### src/rtl/sublime_pkg.sv
// Shared Wishbone constants, DMA state encoding and data helpers for the wavetable DMA.
package sublime_pkg;

    localparam logic [2:0] WB_CTI_CLASSIC = 3'b000;
    localparam logic [2:0] WB_CTI_INCR    = 3'b010;
    localparam logic [2:0] WB_CTI_EOB     = 3'b111;
    localparam logic [1:0] WB_BTE_LINEAR  = 2'b00;

    typedef enum logic [1:0] {
        IDLE  = 2'd0,
        BURST = 2'd1,
        GAP   = 2'd2,
        FLUSH = 2'd3
    } dma_state_e;

    function automatic logic [31:0] byteswap32(input logic [31:0] word);
        return {word[7:0], word[15:8], word[23:16], word[31:24]};
    endfunction

endpackage

### src/rtl/sublime_wb_burst_master.sv
// Wishbone B3 read-burst sequencer: drives cyc/stb/cti/adr for one incrementing burst
// and reports each accepted beat plus the burst outcome to the DMA controller.
module sublime_wb_burst_master
    import sublime_pkg::*;
#(
    parameter int ADR_W = 32,
    parameter int CNT_W = 4
) (
    input  logic             clk,
    input  logic             rst_n,
    input  logic             burst_start,
    input  logic [ADR_W-1:0] base_addr,
    input  logic [CNT_W-1:0] beat_count,
    output logic             wb_cyc,
    output logic             wb_stb,
    output logic [2:0]       wb_cti,
    output logic [ADR_W-1:0] wb_adr,
    input  logic             wb_ack,
    input  logic             wb_err,
    input  logic             wb_rty,
    output logic             beat_ack,
    output logic             burst_done,
    output logic             burst_err,
    output logic             burst_rty
);

    logic             cyc_r;
    logic [2:0]       cti_r;
    logic [ADR_W-1:0] adr_r;
    logic [CNT_W-1:0] beats_left_r;

    // Classify the slave response; err beats rty beats ack, and nothing counts while idle.
    always_comb begin
        beat_ack   = 1'b0;
        burst_done = 1'b0;
        burst_err  = 1'b0;
        burst_rty  = 1'b0;
        if (cyc_r) begin
            burst_err  = wb_err;
            burst_rty  = wb_rty & ~wb_err;
            beat_ack   = wb_ack & ~wb_err & ~wb_rty;
            burst_done = wb_ack & ~wb_err & ~wb_rty & (beats_left_r == CNT_W'(1));
        end else begin
            beat_ack   = 1'b0;
        end
    end

    // Burst sequencing: open on request, advance per ack, close on last beat, err or rty.
    always_ff @(posedge clk or negedge rst_n) begin
        if (!rst_n) begin
            cyc_r        <= 1'b0;
            cti_r        <= WB_CTI_CLASSIC;
            adr_r        <= '0;
            beats_left_r <= '0;
        end else if (burst_start) begin
            cyc_r        <= 1'b1;
            adr_r        <= base_addr;
            beats_left_r <= beat_count;
            cti_r        <= (beat_count == CNT_W'(1)) ? WB_CTI_EOB : WB_CTI_INCR;
        end else if (cyc_r) begin
            if (wb_err || wb_rty) begin
                cyc_r <= 1'b0;
                cti_r <= WB_CTI_CLASSIC;
            end else if (wb_ack) begin
                adr_r        <= adr_r + ADR_W'(4);
                beats_left_r <= beats_left_r - CNT_W'(1);
                if (beats_left_r == CNT_W'(1)) begin
                    cyc_r <= 1'b0;
                    cti_r <= WB_CTI_CLASSIC;
                end else if (beats_left_r == CNT_W'(2)) begin
                    cti_r <= WB_CTI_EOB;
                end else begin
                    cti_r <= cti_r;
                end
            end else begin
                cyc_r <= cyc_r;
            end
        end else begin
            cyc_r <= 1'b0;
        end
    end

    assign wb_cyc = cyc_r;
    assign wb_stb = cyc_r;
    assign wb_cti = cti_r;
    assign wb_adr = adr_r;

endmodule

### src/rtl/sublime_wavetable_dma.sv
// Wishbone DMA that copies words from memory into wavetable0/1 using incrementing bursts.
// Define SUBLIME_WAVETABLE_DMA_BYTESWAP_EN to byte-reverse each word for big-endian images.
module sublime_wavetable_dma
    import sublime_pkg::*;
#(
    parameter int WAVETABLE_SIZE = 8192,
    parameter int WB_AW          = 32,
    parameter int WB_DW          = 32,
    parameter int BURST_LEN      = 8
) (
    input  logic                              clk,
    input  logic                              rst,
    input  logic                              start,
    input  logic [WB_AW-1:0]                  src_addr,
    input  logic [$clog2(WAVETABLE_SIZE):0]   length,
    input  logic                              dst_table,
    input  logic [$clog2(WAVETABLE_SIZE)-1:0] dst_offset,
    output logic                              busy,
    output logic                              done,
    output logic                              error,
    output logic                              wavetable0_we,
    output logic                              wavetable1_we,
    output logic [$clog2(WAVETABLE_SIZE)-1:0] wavetable_write_addr,
    output logic [31:0]                       wavetable_write_data,
    output logic [WB_AW-1:0]                  wbm_adr_o,
    output logic [3:0]                        wbm_sel_o,
    output logic                              wbm_we_o,
    output logic                              wbm_cyc_o,
    output logic                              wbm_stb_o,
    output logic [2:0]                        wbm_cti_o,
    output logic [1:0]                        wbm_bte_o,
    input  logic [31:0]                       wbm_dat_i,
    input  logic                              wbm_ack_i,
    input  logic                              wbm_err_i,
    input  logic                              wbm_rty_i
);

    localparam int AW  = $clog2(WAVETABLE_SIZE);
    localparam int RW  = AW + 1;
    localparam int BCW = $clog2(BURST_LEN) + 1;
    localparam logic [WB_AW-1:0] WORD_MASK = {{(WB_AW-2){1'b1}}, 2'b00};

    dma_state_e       state_r;
    logic [RW-1:0]    remaining_r;
    logic [WB_AW-1:0] src_next_r;
    logic [AW-1:0]    dst_addr_r;
    logic             dst_table_r;
    logic             busy_r;
    logic             done_r;
    logic             error_r;
    logic             we0_r;
    logic             we1_r;
    logic [AW-1:0]    wr_addr_r;
    logic [31:0]      wr_data_r;

    logic             burst_start_s;
    logic [WB_AW-1:0] burst_base_s;
    logic [BCW-1:0]   burst_count_s;
    logic             beat_ack_s;
    logic             burst_done_s;
    logic             burst_err_s;
    logic             burst_rty_s;
    logic [31:0]      beat_data_s;

    function automatic logic [BCW-1:0] clip_beats(input logic [RW-1:0] words);
        if (words >= RW'(BURST_LEN)) begin
            return BCW'(BURST_LEN);
        end else begin
            return words[BCW-1:0];
        end
    endfunction

`ifdef SUBLIME_WAVETABLE_DMA_BYTESWAP_EN
    assign beat_data_s = byteswap32(wbm_dat_i);
`else
    assign beat_data_s = wbm_dat_i;
`endif

    // Launch a burst straight from an accepted start, or after the one-cycle arbitration gap.
    always_comb begin
        burst_start_s = 1'b0;
        burst_base_s  = src_next_r;
        burst_count_s = clip_beats(remaining_r);
        case (state_r)
            IDLE: begin
                if (start && (length != '0)) begin
                    burst_start_s = 1'b1;
                    burst_base_s  = src_addr & WORD_MASK;
                    burst_count_s = clip_beats(length);
                end else begin
                    burst_start_s = 1'b0;
                end
            end
            GAP:     burst_start_s = 1'b1;
            default: burst_start_s = 1'b0;
        endcase
    end

    sublime_wb_burst_master #(
        .ADR_W (WB_AW),
        .CNT_W (BCW)
    ) u_burst (
        .clk         (clk),
        .rst_n       (rst),
        .burst_start (burst_start_s),
        .base_addr   (burst_base_s),
        .beat_count  (burst_count_s),
        .wb_cyc      (wbm_cyc_o),
        .wb_stb      (wbm_stb_o),
        .wb_cti      (wbm_cti_o),
        .wb_adr      (wbm_adr_o),
        .wb_ack      (wbm_ack_i),
        .wb_err      (wbm_err_i),
        .wb_rty      (wbm_rty_i),
        .beat_ack    (beat_ack_s),
        .burst_done  (burst_done_s),
        .burst_err   (burst_err_s),
        .burst_rty   (burst_rty_s)
    );

    // Transfer FSM with length/destination bookkeeping and the registered write port.
    always_ff @(posedge clk or negedge rst) begin
        if (!rst) begin
            state_r     <= IDLE;
            remaining_r <= '0;
            src_next_r  <= '0;
            dst_addr_r  <= '0;
            dst_table_r <= 1'b0;
            busy_r      <= 1'b0;
            done_r      <= 1'b0;
            error_r     <= 1'b0;
            we0_r       <= 1'b0;
            we1_r       <= 1'b0;
            wr_addr_r   <= '0;
            wr_data_r   <= 32'd0;
        end else begin
            done_r <= 1'b0;
            we0_r  <= 1'b0;
            we1_r  <= 1'b0;
            if (beat_ack_s) begin
                wr_data_r <= beat_data_s;
                wr_addr_r <= dst_addr_r;
                we0_r     <= ~dst_table_r;
                we1_r     <= dst_table_r;
            end else begin
                wr_data_r <= wr_data_r;
            end
            case (state_r)
                IDLE: begin
                    if (start) begin
                        error_r     <= 1'b0;
                        src_next_r  <= src_addr & WORD_MASK;
                        remaining_r <= length;
                        dst_addr_r  <= dst_offset;
                        dst_table_r <= dst_table;
                        if (length == '0) begin
                            done_r <= 1'b1;
                        end else begin
                            busy_r  <= 1'b1;
                            state_r <= BURST;
                        end
                    end else begin
                        state_r <= IDLE;
                    end
                end
                BURST: begin
                    if (burst_err_s) begin
                        error_r     <= 1'b1;
                        remaining_r <= '0;
                        state_r     <= FLUSH;
                    end else if (burst_rty_s) begin
                        state_r <= GAP;
                    end else if (beat_ack_s) begin
                        remaining_r <= remaining_r - RW'(1);
                        dst_addr_r  <= dst_addr_r + AW'(1);
                        src_next_r  <= src_next_r + WB_AW'(4);
                        if (burst_done_s) begin
                            state_r <= (remaining_r == RW'(1)) ? FLUSH : GAP;
                        end else begin
                            state_r <= BURST;
                        end
                    end else begin
                        state_r <= BURST;
                    end
                end
                GAP: state_r <= BURST;
                FLUSH: begin
                    busy_r  <= 1'b0;
                    done_r  <= 1'b1;
                    state_r <= IDLE;
                end
                default: state_r <= IDLE;
            endcase
        end
    end

    assign busy                 = busy_r;
    assign done                 = done_r;
    assign error                = error_r;
    assign wavetable0_we        = we0_r;
    assign wavetable1_we        = we1_r;
    assign wavetable_write_addr = wr_addr_r;
    assign wavetable_write_data = wr_data_r;
    assign wbm_sel_o            = 4'hf;
    assign wbm_we_o             = 1'b0;
    assign wbm_bte_o            = WB_BTE_LINEAR;

endmodule

### config.mk
export PLATFORM = sky130hd
export DESIGN_NAME = sublime_wavetable_dma
export DESIGN_NICKNAME = d
export VERILOG_FILES = /design/src/rtl/sublime_pkg.sv /design/src/rtl/sublime_wb_burst_master.sv /design/src/rtl/sublime_wavetable_dma.sv
export SDC_FILE = /design/constraint.sdc
export NUM_CORES = 1
export LEC_CHECK = 0
export BUFFER_PORTS_ARGS = -buffer_cell sky130_fd_sc_hd__buf_2
export CAP_MARGIN = 20
export CELL_PAD_IN_SITES_DETAIL_PLACEMENT = 1
export CELL_PAD_IN_SITES_GLOBAL_PLACEMENT = 2
export CORE_ASPECT_RATIO = 0.6
export CORE_MARGIN = 5
export CORE_UTILIZATION = 35
export DETAILED_ROUTE_END_ITERATION = 8
export PLACE_DENSITY_LB_ADDON = 0.3
export REMOVE_ABC_BUFFERS = 1
export SLEW_MARGIN = 40
export SYNTH_ARGS = -nofsm -noshare
export SYNTH_HDL_FRONTEND = slang
export SYNTH_SLANG_ARGS = --single-unit
export TNS_END_PERCENT = 10
### constraint.sdc
create_clock -name clk -period 5.6 [get_ports clk]
set_input_delay 1.12 -clock clk [delete_from_list [all_inputs] [get_ports clk]]
set_output_delay 1.12 -clock clk [all_outputs]
set_load 0.01 [all_outputs]
==> flow_metrics.env <==
export IMPL_status="finished, final reports clean"
export IMPL_overflow=0
export IMPL_crit_required_ns=5.95
export IMPL_fin_crit_sh_pct=61.6
export IMPL_numCtsBuffers=17
export IMPL_insertion_delay_ns=0.45
export IMPL_grtUsageTotal_pct=23.3
export IMPL_max_freq_mhz=290
export IMPL_setup_ws_ns=2.15
export IMPL_fp_dieW_um=213
export IMPL_setup_worst_path_start_class="primary input"
export IMPL_hold_end="wavetable0_we$_DFF_PN0_"
export IMPL_syn_avg_cell_area_um2=8.30
export IMPL_slew_violations=0
export IMPL_drive_above_1_share_pct=22.5
export IMPL_die_area_um2=28200
export IMPL_pre_cts_ws_ns=1.75
export IMPL_h_tree_depth=4
export IMPL_async_reset_ff_share_pct=100
export IMPL_switching_share_pct=46.4
export IMPL_finClkSkew_ns=0.0127
export IMPL_root_buffer="clkbuf_16"
export IMPL_pwr_share_comb_pct=45.0
export IMPL_cts_setup_buffers=0
export IMPL_crit_arrival_ns=3.79
export IMPL_antenna_found_initial=0
export IMPL_power_mw=6.10
export IMPL_synth_cell_area_um2=8690
export IMPL_io_pins=192
export IMPL_ant_nets=0
export IMPL_numPortBuffers=182
export IMPL_p_seq_share_pct=35.3
export IMPL_hold_viol_final=0
export IMPL_ys_seq_area_share_pct=42.6
export IMPL_wl_per_cell_um=21.8
export IMPL_synth_top_cell_area_share_pct=42.6
export IMPL_r2r_setup_slack_ns=2.35
export IMPL_synth_edf_count=0
export IMPL_rsz0062_at_grt="false"
export IMPL_first_iter_violations=653
export IMPL_fill_cells=2946
export IMPL_start_util_pct=35.8
export IMPL_p_clk_share_pct=19.8
export IMPL_hpwlAfterDp_mm=23.1
export IMPL_p_leak_nw=4.78
export IMPL_grt_max_degree=83
export IMPL_intPower_mw=3.27
export IMPL_fin_crit_ns=3.45
export IMPL_vias_per_cell=5.75
export IMPL_areaGrowthSynthToFinish_pct=20.6
export IMPL_fin_nets=1295
export IMPL_yosys_warnings=0
export IMPL_hold_path_class="flip-flop to flip-flop"
export IMPL_synth_top_cell_by_area="dfrtp_1"
export IMPL_path_max_fanout=28
export IMPL_setup_viol=0
export IMPL_synth_cell_types=70
export IMPL_reg2reg_depth=8
export IMPL_power_switching_mw=2.83
export IMPL_core_um2=24300
export IMPL_diodes=0
export IMPL_mostFrequentLayoutCell="nand2_1"
export IMPL_cts_resized=0
export IMPL_multiInputGateArea_um2=4630
export IMPL_cts_tree="built"
export IMPL_first_pass_iters=5
export IMPL_wl_mm=33.1
export IMPL_ys_top_cells_by_area="dfrtp_1 43%, nand2_1 9.4%, a21oi_1 5.1%, o21ai_0 3.4%, nor2_1 2.6%"
export IMPL_synth_seq_cells=148
export IMPL_postLayoutCellArea_um2=10500
export IMPL_cap_violations=0
export IMPL_r2r_start="state_r[0]$_DFFE_PN0P_"
export IMPL_die_h_um=132
export IMPL_power_density_nw_per_um2=583
export IMPL_endpoint_kind="flip-flop"
export IMPL_max_slew_worst_pin_slew_ns=0.801
export IMPL_clk_path_buf_depth=2
export IMPL_slew_headroom_pct=46.6
export IMPL_r2r_end="u_burst.wb_adr[19]$_DFFE_PN0P_"
export IMPL_cts_sinks=148
export IMPL_critical_path_class="primary input to flip-flop"
export IMPL_seq_area_um2=3700
export IMPL_ctsHoldBuffers=0
export IMPL_syn_inst=1046
export IMPL_rows=44
export IMPL_vias=8740
export IMPL_holdPathStages=1
export IMPL_drc_errors=0
export IMPL_path_clk_slew_ns=0.07
export IMPL_hold_start="dst_table_r$_DFFE_PN0P_"
export IMPL_irDropWorstVdd_mv=0.245
export IMPL_gpl_final_weighted_congestion=0.840
export IMPL_placed_cell_area_um2=9840
export IMPL_grt_pass1_wl_mm=52.2
export IMPL_final_cell_mix="218 x nand2_1, 181 x buf_2, 148 x dfrtp_1"
export IMPL_synth_main_ff_cell="dfrtp_1"
export IMPL_grt_pass1_vias=8679
critical path: stages:
cell and delay [ns]:
buf_2 0.11, nor4_1 0.66, nand4_1 0.56, nand2_2 0.76
o221ai_1 0.30, a211oi_1 0.28
synthesized netlist by cell type (8+ instances only):
library cell  count
a221oi_1         11
a21oi_1          88
nand2_1         218
nand4_1          24
o21ai_0          59
buf_2            14
a2bb2oi_1        12
and2_1           10
nor2_1           60
clkbuf_1         50
a31oi_1          11
mux2i_1          12
inv_1            28
o22ai_1          29
nor4_1           12
ha_1             12
a211oi_1         16
dfrtp_1         148
o211ai_1          8
nand3_1          39
nor3_1           17
and3_1           18
a22oi_1           9
buf_4            11
per-stage QoR:
stage	hold WS (ns)	util [%]	std cells	setup TNS, ns
finish	0.470	43.1	1520	0
global route	0.492	43.1	1520	0
CTS	0.474	43.0	1520	0
detailed placement	0.457	40.5	1488	0
global placement	0.447	40.4	1488	0
floorplan	0.417	-	970	-26.01
layout make-up:
class / instances / share of cell area, %
Sequential cell: 148 / 35.4
Timing Repair Buffer: 196 / 9.82
Clock buffer: 20 / 4.36
Multi-Input combinational cell: 793 / 44.2
Tap cell: 322 / 3.85
Inverter: 29 / 1.04
Clock inverter: 12 / 1.37
worst max-delay path by stage:
stage	from	endpoint	slack, ns
5_1_grt	length[12]	u_burst.wb_adr[15]$_DFFE_PN0P_	2.07
3_5_place_dp	length[12]	u_burst.wb_adr[24]$_DFFE_PN0P_	1.75
2_1_floorplan	wbm_rty_i	u_burst.wb_adr[19]$_DFFE_PN0P_	-1.70
3_3_place_gp	length[12]	u_burst.wb_adr[16]$_DFFE_PN0P_	1.73
4_1_cts	length[12]	u_burst.wb_adr[14]$_DFFE_PN0P_	2.20
6_report	length[12]	u_burst.wb_adr[24]$_DFFE_PN0P_	2.15
sequential cells by signal, indices dropped and copies added, names as in the netlist:
name,count
u_burst.wb_cti,2
u_burst.wb_adr,31
state_r,2
u_burst.wb_cyc,1
done,1
wavetable0_we,1
wavetable_write_addr,13
wavetable1_we,1
error,1
u_burst.beats_left_r,4
busy,1
src_next_r,30
dst_addr_r,13
remaining_r,14
wavetable_write_data,32
dst_table_r,1
per-layer routing:
| metal | track usage, % | up-vias | part of all wire (%) |
|---|---|---|---|
| met3 | 4.57 | 23 | 6.0 |
| met2 | 32.8 | 267 | 42 |
| met5 | 0 | - | 0 |
| li1 | - | 4077 | - |
| met4 | 4.17 | 0 | 0.80 |
| met1 | 37.1 | 4373 | 52 |
power by group through the flow:
| stage | registers [mW] | logic, mW | clock network, mW |
|---|---|---|---|
| CTS | 2.14 | 2.75 | 1.23 |
| global route | 2.23 | 3.04 | 1.28 |
| floorplan | 2.13 | 1.62 | 0 |
| global placement | 2.13 | 2.65 | 0 |
| detailed placement | 2.15 | 2.73 | 0 |
| finish | 2.15 | 2.75 | 1.21 |
cell families (layout without fill, tap and decap cells):
| kind of cell | count (synthesis) | count (layout) | share of synthesized area (%) |
|---|---|---|---|
| flip-flops | 148 | 148 | 42.6 |
| XOR/XNOR | 11 | 11 | 1.11 |
| AO/OA/AOI/OAI | 306 | 306 | 22.9 |
| AND/OR/NAND/NOR | 445 | 445 | 24.7 |
| buffers and inverters | 110 | 257 | 5.45 |
| adder cells (fa/ha/maj) | 12 | 12 | 1.73 |
| other | 2 | 7 | 0.0865 |
| multiplexers | 12 | 12 | 1.38 |
(Power assumes the default switching activity.)
